## src/rtl/pbi_spi_shifter_pkg.sv

```systemverilog
// Shared definitions for the PBI byte-wide SPI master: state encodings,
// default idle byte, register offsets and status byte layout.
package pbi_spi_shifter_pkg;

  localparam int unsigned DIV_W  = 4;
  localparam int unsigned BYTE_W = 8;
  localparam int unsigned BIT_W  = 3;

  localparam logic [BYTE_W-1:0] IDLE_TX_DEFAULT = 8'hFF;

  typedef enum logic [1:0] {
    ST_IDLE = 2'd0,
    ST_LO   = 2'd1,
    ST_HI   = 2'd2
  } state_t;

  // Register offsets seen by the decoder and read mux
  typedef enum logic [15:0] {
    REG_STATUS = 16'hD1FC,
    REG_SELECT = 16'hD1FD,
    REG_DATA   = 16'hD1FE
  } reg_addr_t;

  typedef struct packed {
    logic       busy;
    logic       done;
    logic       overrun;
    logic [4:0] rsvd;
  } status_t;

  function automatic status_t make_status(input logic busy, input logic done,
                                          input logic overrun);
    status_t s;
    s.busy    = busy;
    s.done    = done;
    s.overrun = overrun;
    s.rsvd    = '0;
    return s;
  endfunction

endpackage

```

## src/rtl/pbi_spi_shifter_tick.sv

```systemverilog
// Half-period divider: counts 0..HALF_DIV while enabled and pulses tick_c
// on the last count; restart or disable returns the count to zero.
module pbi_spi_shifter_tick
  import pbi_spi_shifter_pkg::*;
#(
  parameter int unsigned HALF_DIV = 0
) (
  input  logic Phi2,
  input  logic Reset,
  input  logic en,
  input  logic restart,
  output logic tick_c
);

  localparam logic [DIV_W-1:0] LAST = DIV_W'(HALF_DIV);

  logic [DIV_W-1:0] cnt;

  assign tick_c = en && (cnt == LAST);

  // Count wraps to zero on every tick, which coincides with each state change
  always_ff @(negedge Phi2) begin
    if (!Reset) begin
      cnt <= '0;
    end else if (restart || !en || tick_c) begin
      cnt <= '0;
    end else begin
      cnt <= cnt + DIV_W'(1);
    end
  end

endmodule

```

## src/rtl/pbi_spi_shifter.sv

```systemverilog
// Byte-wide SPI mode-0 master for the PBI board: shifts 8 bits MSB-first,
// captures SpiDI, and keeps Busy/Done/Overrun for the status read mux.
module pbi_spi_shifter
  import pbi_spi_shifter_pkg::*;
#(
  parameter int unsigned       HALF_DIV = 0,
  parameter logic [BYTE_W-1:0] IDLE_TX  = IDLE_TX_DEFAULT
) (
  input  logic              Phi2,
  input  logic              Reset,
  input  logic              WrStb,
  input  logic [BYTE_W-1:0] WrData,
  input  logic              RdStb,
  input  logic              CsWrStb,
  input  logic              CsWrData,
  input  logic              AutoRead,
  input  logic              SpiDI,
  output logic              SpiDO,
  output logic              SpiCK,
  output logic              SpiCS,
  output logic [BYTE_W-1:0] RxData,
  output logic              Busy,
  output logic              Done,
  output logic              Overrun
);

  state_t            state;
  logic [BYTE_W-2:0] sh;
  logic              din_q;
  logic [BIT_W-1:0]  bitcnt;
  logic              tick_c;
  logic              start_c;
  logic [BYTE_W-1:0] start_byte_c;

  assign start_c      = (state == ST_IDLE) && !Busy && (WrStb || (RdStb && AutoRead));
  assign start_byte_c = WrStb ? WrData : IDLE_TX;

  pbi_spi_shifter_tick #(
    .HALF_DIV(HALF_DIV)
  ) u_tick (
    .Phi2   (Phi2),
    .Reset  (Reset),
    .en     (state != ST_IDLE),
    .restart(start_c),
    .tick_c (tick_c)
  );

  // sh holds the not-yet-sent tx bits on the MSB side and collects rx bits
  // on the LSB side; the bit sampled at the end of LO waits in din_q until
  // the shift at the end of HI.
  always_ff @(negedge Phi2) begin
    if (!Reset) begin
      state   <= ST_IDLE;
      sh      <= '0;
      din_q   <= 1'b0;
      bitcnt  <= '0;
      Busy    <= 1'b0;
      SpiCK   <= 1'b0;
      SpiDO   <= 1'b0;
      SpiCS   <= 1'b0;
      RxData  <= '0;
      Done    <= 1'b0;
      Overrun <= 1'b0;
    end else begin
      if (CsWrStb) begin
        SpiCS <= CsWrData;
      end
      if (CsWrStb) begin
        Overrun <= 1'b0;
      end else if (WrStb && Busy) begin
        Overrun <= 1'b1;
      end

      case (state)
        ST_IDLE: begin
          SpiCK <= 1'b0;
          if (WrStb || RdStb) begin
            Done <= 1'b0;
          end
          if (start_c) begin
            sh     <= start_byte_c[BYTE_W-2:0];
            SpiDO  <= start_byte_c[BYTE_W-1];
            bitcnt <= BIT_W'(BYTE_W - 1);
            Busy   <= 1'b1;
            state  <= ST_LO;
          end
        end

        ST_LO: begin
          if (tick_c) begin
            SpiCK <= 1'b1;
            din_q <= SpiDI;
            state <= ST_HI;
          end
        end

        ST_HI: begin
          if (tick_c) begin
            SpiCK <= 1'b0;
            if (bitcnt != '0) begin
              sh     <= {sh[BYTE_W-3:0], din_q};
              SpiDO  <= sh[BYTE_W-2];
              bitcnt <= bitcnt - BIT_W'(1);
              state  <= ST_LO;
            end else begin
              RxData <= {sh, din_q};
              Busy   <= 1'b0;
              Done   <= 1'b1;
              SpiDO  <= 1'b0;
              state  <= ST_IDLE;
            end
          end
        end

        default: begin
          state <= ST_IDLE;
        end
      endcase
    end
  end

endmodule

```

## config.mk

```make
export PLATFORM = sky130hd
export DESIGN_NAME = pbi_spi_shifter
export DESIGN_NICKNAME = d
export VERILOG_FILES = /design/src/rtl/pbi_spi_shifter_pkg.sv /design/src/rtl/pbi_spi_shifter_tick.sv /design/src/rtl/pbi_spi_shifter.sv
export SDC_FILE = /design/constraint.sdc
export NUM_CORES = 1
export LEC_CHECK = 0
export ABC_AREA = 1
export CAP_MARGIN = 20
export CORE_UTILIZATION = 45
export CTS_BUF_LIST = sky130_fd_sc_hd__clkbuf_16
export DETAILED_ROUTE_END_ITERATION = 10
export GPL_ROUTABILITY_DRIVEN = 0
export GPL_TIMING_DRIVEN = 0
export PLACE_DENSITY = 0.81
export SETUP_SLACK_MARGIN = 0.1
export SLEW_MARGIN = 20
export SYNTH_ARGS = -nofsm -noshare
export SYNTH_HDL_FRONTEND = slang
export SYNTH_SLANG_ARGS = --single-unit
```

## constraint.sdc

```tcl
create_clock -name Phi2 -period 3.5 [get_ports Phi2]
set_input_delay 0.7 -clock Phi2 [delete_from_list [all_inputs] [get_ports Phi2]]
set_output_delay 0.7 -clock Phi2 [all_outputs]
set_load 0.01 [all_outputs]
```

==> metrics.md <==
| Metric | Value |
|---|---|
| Status | `finished clean` |
| Hold path cells | `2` |
| Final worst slack | `0.1388 ns` |
| Share of layout cells above drive strength 1 | `11.92%` |
| Hold/Removal Path Class | `reg -> reg` |
| Worst slack, placed | `-0.3062 ns` |
| Synth top area cells | `dfxtp_1, nand2_1, nor2_1` |
| Initial antenna violation count | `0` |
| Slew HR | `70.57%` |
| Reg2reg path depth | `8` |
| Yosys warning count | `0` |
| Seq/Total Area, Yosys | `40.33%` |
| Mapped Area | `0.001539 mm^2` |
| Via/cell ratio | `4.682` |
| Worst EP arrival | `2.66 ns` |
| Core ar. | `0.003153 mm^2` |
| Crit end category | `primary output` |
| Number of buffers created by CTS | `5` |
| Leak | `1.221 nW` |
| # setup viols final | `0` |
| Post-synth top area cell | `dfxtp_1` |
| Remaining DRCs | `0` |
| Final WL | `3613 um` |
| Hold_buf cts | `0` |
| Final max-slew violation count | `0` |
| Die Width | `60.48 um` |
| CTS tree | `yes` |
| I/O Pins | `30` |
| Post-route ant nets | `0` |
| Worst Path Required | `2.80 ns` |
| Slew @ Worst Pin | `0.4414 ns` |
| Cells after DPL | `305` |
| Reg clk slew, reported paths | `0.03 ns` |
| Post-synth cell types | `24` |
| Delay of the slowest critical-path stage | `0.31 ns` |
| Final Core Density | `70.36%` |
| Largest delay share family, worst path | `flip-flops` |
| Clk Tree Root Cell | `clkbuf_16` |
| Die area | `0.003658 mm^2` |
| RSZ-0062 raised after global routing | `no` |
| Setup crit start kind | `flip-flop` |
| Post-synthesis net count | `252` |
| Synth top area share | `40.33%` |
| H-tree levels | `2` |
| Non-Filler Instances | `346` |
| Clk_lat worst skew | `0.35 ns` |
| Wire per inst | `10.44 um` |
| Final HPWL DP | `2306 um` |
| Layout Nets | `321` |
| Mean Syn Cell Area | `6.634 um^2` |
| Worst VDD drop | `541.4 uV` |
| Total chip power | `1.773 mW` |
| P per Cell Area | `799.0 mW/mm^2` |
| #FFs+latches synth | `31` |
| Port buffer count | `29` |
| Clock sinks | `31` |
| Initial DRT Pass Iterations | `4` |
| Global-route wire length before repair | `6154 um` |
| All-Layer GR Usage | `22.76%` |
| Vias in the first global route | `1493` |
| Via count | `1620` |
| Crit path depth | `1` |
| Number of hold violations in the final report | `0` |
| Post-synthesis cell count | `232` |
| Clock Path Buffers | `2` |
| Synth-to-Final Area Change | `44.15%` |
| Die height | `60.48 um` |
| Worst Setup Path Type | `reg -> out` |
| Critical path's slowest cell | `dfxtp_1` |
| Bufs and invs on worst path | `1` |
| GRT overflow | `0` |
| Drt initial violations | `73` |
| Num rows | `20` |
| Initial Util | `48.81%` |
| Final setup skew | `0.01150 ns` |
| Worst-path cell chain | `dlygate4sd2_1` |
| Max Cap Violations | `0` |
| Largest net degree at the start of global routing | `11` |
| Crit path max fanout | `2` |
| Diode count | `0` |
==> cells by family after synthesis <==
logic type / after synthesis / share of synthesized area, %
AND/OR/NAND/NOR: 129 / 35.61
AO/OA/AOI/OAI: 24 / 8.293
adder cells (fa/ha/maj): 4 / 3.252
XOR/XNOR: 2 / 1.138
flip-flops: 31 / 40.33
buffers and inverters: 42 / 11.38
==> path summary, 6_finish.rpt <==
| check | startpoint | to | slack [ns] |
|---|---|---|---|
| worst min-delay path | SpiCK | SpiCK | 0.46 |
| worst max register to register | bitcnt[0] | state[0] | 1.66 |
| worst min register to register | SpiCK | SpiCK | 0.46 |
| worst max-delay path | RxData[5] | RxData[5] | 0.14 |
==> state kept, by name, indices dropped and copies added, names as in the netlist <==
name	cells
SpiCK	1
din_q	1
SpiCS	1
Done	1
RxData	8
Busy	1
sh	7
bitcnt	3
Overrun	1
u_tick.cnt	4
SpiDO	1
state	2
==> layout make-up <==
type                       instances  area (um^2)
clock buffer                       5        125.1
tap                               44        55.05
fill                             260        934.6
inverter                          35        136.4
buffer                             6        43.79
multi-input combinational        159        772.0
sequential                        31        620.6
clock inverter                    34        157.7
timing repair buffer              32        307.8
==> metal layers <==
metal  vias to the layer above  share of wire [%]  global-route usage, %  routed length [um]
li1                        851                  -                      -                   -
met1                       715                 46                  25.76                1658
met2                        45                 48                  36.42                1741
met3                         9                4.9                  10.45                 176
met4                         0                1.1                  11.04                  38
met5                         -                  0                      0                   0
==> worst register-to-register path, stage by stage (launching register included) <==
cell	delay (ns)
dfxtp_1	0.31
inv_1	0.06
ha_1	0.19
ha_1	0.24
inv_1	0.13
nand2_1	0.11
o21ai_2	0.40
nand2_1	0.17
a21oi_2	0.16
==> cell usage in the layout, fill, tap and decap left out <==
cell type and count:
inv_1 63, nand2_1 58, nor2_1 44, dfxtp_1 31, nand3_1 15, clkdlybuf4s50_1 12, a21oi_1 10, clkdlybuf4s15_1 10
o21ai_1 9, buf_4 5, clkbuf_16 5, clkbuf_2 4, ha_1 4, nor2_2 3, nand2_2 3, dlymetal6s2s_1 3
o21ai_0 2, nand3_4 2, buf_6 2, inv_2 2, a21oi_2 2, nor3_1 1, nand4_1 1, buf_2 1
nand2_4 1, clkinv_4 1, nor2_8 1, o21ai_2 1, xnor2_1 1, xor2_1 1, bufinv_16 1, inv_4 1
clkinvlp_2 1, dlygate4sd2_1 1
==> synthesized netlist by cell type <==
library cell  instances
nand2_1              60
nor2_1               45
inv_1                33
dfxtp_1              31
nand3_1              16
a21oi_1              11
o21ai_1               9
ha_1                  4
buf_4                 3
buf_1                 2
inv_2                 2
nand2_2               2
nor2_2                2
o21ai_0               2
a21oi_2               1
buf_2                 1
clkinv_4              1
nand3_4               1
nand4_1               1
nor2_8                1
nor3_1                1
o21ai_2               1
xnor2_1               1
xor2_1                1
==> repair_timing <==
action | CTS | global route
setup endpoints to repair | 26 | 26
pin swaps | 2 | 4
setup buffers | 1 | 1
cloned | 1 | 0
gates resized for setup | 23 | 24
==> through the flow <==
step	TNS [ns]	hold WS (ns)	area, um^2
floorplan	0	0.4300	1539
global route	0	0.4813	2218
finish	0	0.4578	2218
detailed placement	-4.957	0.4514	1884
global placement	-4.404	0.4457	1884
CTS	0	0.4557	2185
==> where the power goes <==
part / switching [mW] / total [mW] / internal, mW
clock: 0.240 / 0.621 / 0.381
combinational: 0.376 / 0.632 / 0.257
sequential: 0.0693 / 0.519 / 0.450
(Power assumes the default switching activity.)
